**src/rtl/mult_seq_if.sv**
```systemverilog
// Operand/result bundle for the mult_seq shift-add multiplier.
// master = requesting controller, slave = the multiplier.
interface mult_seq_if #(
    parameter int WIDTH = 16
);
    logic                   start;
    logic [WIDTH-1:0]       a_bi;
    logic [WIDTH-1:0]       b_bi;
    logic                   signed_i;
    logic                   busy_o;
    logic                   done_o;
    logic [2*WIDTH-1:0]     y_bo;

    modport master (
        output start, a_bi, b_bi, signed_i,
        input  busy_o, done_o, y_bo
    );

    modport slave (
        input  start, a_bi, b_bi, signed_i,
        output busy_o, done_o, y_bo
    );
endinterface

```
**src/rtl/mult_seq.sv**
```systemverilog
// Sequential shift-add multiplier: WIDTH-bit operands, 2*WIDTH-bit product after WIDTH+1 clocks.
// Define MULT_SIGNED_EN to honour signed_i (two's-complement operands); otherwise all operations are unsigned.
module mult_seq #(
    parameter int WIDTH = 16
) (
    input  logic        clk,
    input  logic        reset,
    mult_seq_if.slave   bus,
    output logic [1:0]  state_o
);
    // Handshake: start is sampled only while busy_o=0; it is then ignored until the
    // one-cycle done_o pulse, during which a new start is accepted again.
    localparam int CW = $clog2(WIDTH + 1);

    typedef enum logic [1:0] {
        S_IDLE = 2'd0,
        S_CALC = 2'd1,
        S_FIX  = 2'd2
    } state_e;

    state_e               state_q, state_d;
    logic [CW-1:0]        cnt_q, cnt_d;
    logic [WIDTH-1:0]     a_q, a_d;
    logic [2*WIDTH:0]     acc_q, acc_d;
    logic [2*WIDTH-1:0]   y_q, y_d;
    logic                 done_q, done_d;

    logic [WIDTH-1:0]     a_mag, b_mag;
    logic [WIDTH:0]       sum;
    logic [WIDTH:0]       upper;

`ifdef MULT_SIGNED_EN
    logic sign_q, sign_d;
    logic res_sign;

    // Magnitude of the most-negative value is 2^(WIDTH-1), still exact as WIDTH-bit unsigned.
    always_comb begin
        a_mag    = bus.a_bi;
        b_mag    = bus.b_bi;
        res_sign = 1'b0;
        if (bus.signed_i) begin
            if (bus.a_bi[WIDTH-1]) a_mag = -bus.a_bi;
            if (bus.b_bi[WIDTH-1]) b_mag = -bus.b_bi;
            res_sign = bus.a_bi[WIDTH-1] ^ bus.b_bi[WIDTH-1];
        end
    end
`else
    logic unused_signed_mode;
    assign unused_signed_mode = bus.signed_i;
    assign a_mag = bus.a_bi;
    assign b_mag = bus.b_bi;
`endif

    assign sum = acc_q[2*WIDTH:WIDTH] + {1'b0, a_q};

    always_comb begin
        state_d = state_q;
        cnt_d   = cnt_q;
        a_d     = a_q;
        acc_d   = acc_q;
        y_d     = y_q;
        done_d  = 1'b0;
        upper   = acc_q[2*WIDTH:WIDTH];
`ifdef MULT_SIGNED_EN
        sign_d  = sign_q;
`endif
        case (state_q)
            S_IDLE: begin
                if (bus.start) begin
                    a_d     = a_mag;
                    acc_d   = {{(WIDTH+1){1'b0}}, b_mag};
                    cnt_d   = CW'(WIDTH);
`ifdef MULT_SIGNED_EN
                    sign_d  = res_sign;
`endif
                    state_d = S_CALC;
                end
            end
            S_CALC: begin
                // Multiplier occupies the low half and is consumed one bit per cycle.
                if (acc_q[0]) upper = sum;
                acc_d = {1'b0, upper, acc_q[WIDTH-1:1]};
                cnt_d = cnt_q - CW'(1);
                if (cnt_q == CW'(1)) state_d = S_FIX;
            end
            S_FIX: begin
`ifdef MULT_SIGNED_EN
                y_d = sign_q ? -acc_q[2*WIDTH-1:0] : acc_q[2*WIDTH-1:0];
`else
                y_d = acc_q[2*WIDTH-1:0];
`endif
                done_d  = 1'b1;
                state_d = S_IDLE;
            end
            default: state_d = S_IDLE;
        endcase
    end

    always_ff @(posedge clk or negedge reset) begin
        if (!reset) begin
            state_q <= S_IDLE;
            cnt_q   <= '0;
            a_q     <= '0;
            acc_q   <= '0;
            y_q     <= '0;
            done_q  <= 1'b0;
        end else begin
            state_q <= state_d;
            cnt_q   <= cnt_d;
            a_q     <= a_d;
            acc_q   <= acc_d;
            y_q     <= y_d;
            done_q  <= done_d;
        end
    end

`ifdef MULT_SIGNED_EN
    always_ff @(posedge clk or negedge reset) begin
        if (!reset) sign_q <= 1'b0;
        else        sign_q <= sign_d;
    end
`endif

    assign bus.busy_o = (state_q != S_IDLE);
    assign bus.done_o = done_q;
    assign bus.y_bo   = y_q;
    assign state_o    = state_q;
endmodule

```
**src/flat_wrapper.sv**
```systemverilog
// flat-port wrapper written by rule: the top's interface ports become plain ports
module mult_seq_flat 
#(
    parameter int WIDTH = 16
)
  (clk, reset, state_o, bus_start, bus_a_bi, bus_b_bi, bus_signed_i, bus_busy_o, bus_done_o, bus_y_bo);
  mult_seq_if #(.WIDTH(WIDTH)) bus_i ();
  input  logic clk;
  input  logic reset;
  output logic [1:0] state_o;
  input wire logic [$bits(bus_i.start)-1:0] bus_start;
  input wire logic [$bits(bus_i.a_bi)-1:0] bus_a_bi;
  input wire logic [$bits(bus_i.b_bi)-1:0] bus_b_bi;
  input wire logic [$bits(bus_i.signed_i)-1:0] bus_signed_i;
  output wire logic [$bits(bus_i.busy_o)-1:0] bus_busy_o;
  output wire logic [$bits(bus_i.done_o)-1:0] bus_done_o;
  output wire logic [$bits(bus_i.y_bo)-1:0] bus_y_bo;
  assign bus_i.start = bus_start;
  assign bus_i.a_bi = bus_a_bi;
  assign bus_i.b_bi = bus_b_bi;
  assign bus_i.signed_i = bus_signed_i;
  assign bus_busy_o = bus_i.busy_o;
  assign bus_done_o = bus_i.done_o;
  assign bus_y_bo = bus_i.y_bo;
  mult_seq #(.WIDTH(WIDTH)) u_core (.clk(clk), .reset(reset), .bus(bus_i), .state_o(state_o));
endmodule
```
**config.mk**
```make
export PLATFORM = sky130hd
export DESIGN_NAME = mult_seq_flat
export DESIGN_NICKNAME = d
export VERILOG_FILES = /design/src/rtl/mult_seq_if.sv /design/src/rtl/mult_seq.sv /design/src/flat_wrapper.sv
export SDC_FILE = /design/constraint.sdc
export NUM_CORES = 1
export LEC_CHECK = 0
export CORE_MARGIN = 2
export CORE_UTILIZATION = 43
export DETAILED_ROUTE_END_ITERATION = 8
export PLACE_DENSITY = 0.66
export SYNTH_ARGS = -nofsm -noshare
export SYNTH_HDL_FRONTEND = slang
export SYNTH_SLANG_ARGS = --single-unit
```
**constraint.sdc**
```tcl
create_clock -name clk -period 5.1 [get_ports clk]
set_input_delay 1.02 -clock clk [delete_from_list [all_inputs] [get_ports clk]]
set_output_delay 1.02 -clock clk [all_outputs]
set_load 0.02 [all_outputs]
```
==> impl_results.md <==
- Outcome: finished clean
- Hold Path End: u_core.cnt_q[4]$_DFFE_PN0P_
- Int Power: 2.19 mW
- Total global-route track usage: 19.0%
- Clock sinks: 88
- Die Y: 107 um
- First-pass DRT Iterations: 4
- Worst reg-to-reg path cell count: 4
- Clock-pin slew on the worst setup and hold paths: 100 ps
- Sw Share: 42.6%
- WHS: 478 ps
- Top delay family on crit path: flip-flops
- Setup TNS: 0 ps
- Maximum clock frequency: 0.322 GHz
- FF-to-FF Start: u_core.state_o[1]$_DFFE_PN0P_
- Register Area: 2200 um2
- Slew Limit Headroom: 25.4%
- Most area-consuming cells after synthesis: dfrtp_1 49%, mux2_2 7.7%, nand2_1 5.6%
- PortBufs: 70
- Net count after synthesis: 508
- Clk root buf: clkbuf_8
- Reg-to-Reg End: u_core.acc_q[24]$_DFFE_PN0P_
- Synth Cell Area: 4520 um2
- Filler cells: 939
- WL/cell: 15.8 um
- Most common cell after layout, fill and taps aside: dfrtp_1
- Fraction of registers with async set/reset: 100%
- Critical path arrival: 2080 ps
- CP cell instances: nor2_1, inv_1, clkdlybuf4s50_1
- Total net switching power: 1.63 mW
- Slew Limit Fails: 0
- Final clock skew: 14.6 ps
- Drt drc: 0
- GPL Wtd Cong: 0.926
- Gr ovfl total: 0
- Min Tclk post-route: 3100 ps
- Max_cap viols: 0
- Power Density: 691 nW/um2
- Clk_lat worst skew: 370 ps
- Post-CTS Hold Fix Bufs: 0
- Routed vias/inst: 5.49
- CORE AREA: 10,300 um2
- Combinational power share: 52.4%
- Routed via count: 3,588
- Die X: 107 um
- Sequential-to-total area share from yosys stat: 48.7%
- Share of layout cells above drive strength 1: 11.6%
- # IOs: 72
- Total Wirelength: 10.3 mm
- EDFF count, synth: 0
- Critical path class: register to primary output
- H-tree depth: 3
- Die area: 11,300 um2
- Pin count of the biggest net entering global routing: 54
- Layout Utilization: 53.8%
- Area of the multi-input gates: 2190 um2
- Ys flop type: dfrtp_1
- Worst setup EP type: primary output
- Placed cell area: 5320 um2
- Clk buf depth: 2
- Data required time of the critical path: 4080 ps
- Synth warn: 0
- CTS tree: built
- Largest stage delay, worst path: 860 ps
- Worst-margin pin slew: 1120 ps
- Initial Utilization: 44.0%
- Area delta synth->final: 22.3%
- Hold Path Origin: u_core.cnt_q[4]$_DFFE_PN0P_
- R2R setup slack: 2580 ps
- Clock Power Share: 13.6%
- HPWL Detailed: 6.87 mm
- Leakage power: 2.43 nW
- Synth area leader: dfrtp_1
- DRT antenna net count: 0
- Vias in the first global route: 3,553
- RSZ-0062 raised after global routing: no
- Critical path startpoint category: register
- # resized after CTS: 0
- Synth unique cells: 54
- Initial antenna violation count: 0
- Max VDD drop: 0.000294 V
- # Post-CTS Setup Buffers: 0
- First-pass GRT wire length: 17.4 mm
- Sequential power share: 34.1%
- Part of the cycle the worst path needs: 60.8%
- Final setup vio count: 0
- Post-Syn Instances: 453
- Hold Path Depth: 1
- Yosys top cell area share: 48.7%
- Slowest stage cell, crit path: dfrtp_1
- Number of nets in the layout: 568
- Post-Layout Inst Area: 5530 um2
- Final hold vios: 0
- Hold crit path type: register to register
- Diodes inserted: 0
- Most frequent cells in the layout: 88 x dfrtp_1, 69 x clkdlybuf4s50_1, 67 x nand2_1, 36 x a21oi_1, 32 x nor2_1
- Worst Path Max Fanout: 23
- Mean Syn Cell Area: 9.98 um2
- Flops & latches, synth: 88
- CP Buf/Inv Count: 2
- Iteration-0 DRC Markers: 234
- Rows: 37
- TritonCTS Buffers: 9
==> Yosys cell counts (all sizes together), types with 2 or more instances <==
library cell,number
o31ai,2
nand2b,4
a21o,9
nor2,32
o21a,3
o22a,14
nand3b,3
xor2,2
o21ai,21
buf,6
mux2,31
ha,18
a22oi,3
clkbuf,19
nand3,10
mux2i,4
xnor2,3
a31oi,4
nor2b,18
nand4,2
a211oi,4
a221oi,2
and2,2
inv,7
and3,5
o211ai,8
nand2,67
dfrtp,88
nor3,7
a21oi,36
==> cell type report <==
class / instances / share of cell area [%]
clock buffer: 9 / 2.24
clock inverter: 7 / 1.56
inverter: 8 / 0.543
multi-input combinational: 332 / 39.6
sequential: 88 / 39.8
tap: 136 / 3.08
timing repair buffer: 74 / 13.2
==> flip-flops by register name, indices dropped and copies added, names as in the netlist <==
name	count
u_core.cnt_q	5
u_core.acc_q	32
u_core.a_q	16
u_core.bus.y_bo	32
u_core.state_o	2
u_core.bus.done_o	1
==> worst max path at each step <==
stage	from	endpoint	slack, ps	cells past startpoint
4_1_cts	u_core.state_o[1]$_DFFE_PN0P_	bus_busy_o	1970	3
3_3_place_gp	bus_start	u_core.cnt_q[1]$_DFFE_PN0P_	2020	5
3_5_place_dp	bus_start	u_core.cnt_q[1]$_DFFE_PN0P_	2040	5
5_1_grt	u_core.state_o[1]$_DFFE_PN0P_	bus_busy_o	1890	3
2_1_floorplan	bus_start	u_core.acc_q[24]$_DFFE_PN0P_	2840	6
6_report	u_core.state_o[1]$_DFFE_PN0P_	bus_busy_o	2000	3
==> stage by stage <==
step	setup slack, ps	instances	total power [mW]
detailed placement	2040	638	3.30
CTS	1970	654	3.83
global route	1890	654	4.12
global placement	2020	638	3.24
finish	2000	654	3.82
floorplan	2840	453	2.66
==> routing by layer <==
metal | wire, um | part of all wire (%) | track usage, % | up-vias
met5 | 0 | 0 | 0 | -
met4 | 95 | 0.92 | 6.68 | 0
met3 | 557 | 5.4 | 2.76 | 10
met2 | 4650 | 45 | 29.1 | 110
met1 | 5020 | 49 | 27.6 | 1732
li1 | - | - | - | 1736
==> kinds of logic (layout without fill, tap and decap cells) <==
logic type / Yosys count / in the layout / synth area share, %
AOI/OAI and AO/OA: 117 / 117 / 17.2
xor gates and xnor gates: 5 / 5 / 0.969
adders and majority gates: 19 / 19 / 5.42
buffers and inverters: 33 / 98 / 2.93
DFF: 88 / 88 / 48.7
muxes: 35 / 35 / 8.61
and+or+nand+nor: 156 / 156 / 16.2
==> power groups by stage <==
stage | Combinational (mW) | Sequential (mW) | Clock, mW
after floorplan | 1.28 | 1.38 | 0
after global placement | 1.94 | 1.30 | 0
after detailed placement | 1.98 | 1.32 | 0
after CTS | 2.00 | 1.30 | 0.531
after global routing | 2.22 | 1.35 | 0.556
final | 2.00 | 1.30 | 0.518
Power figures use the tool's default switching activity.
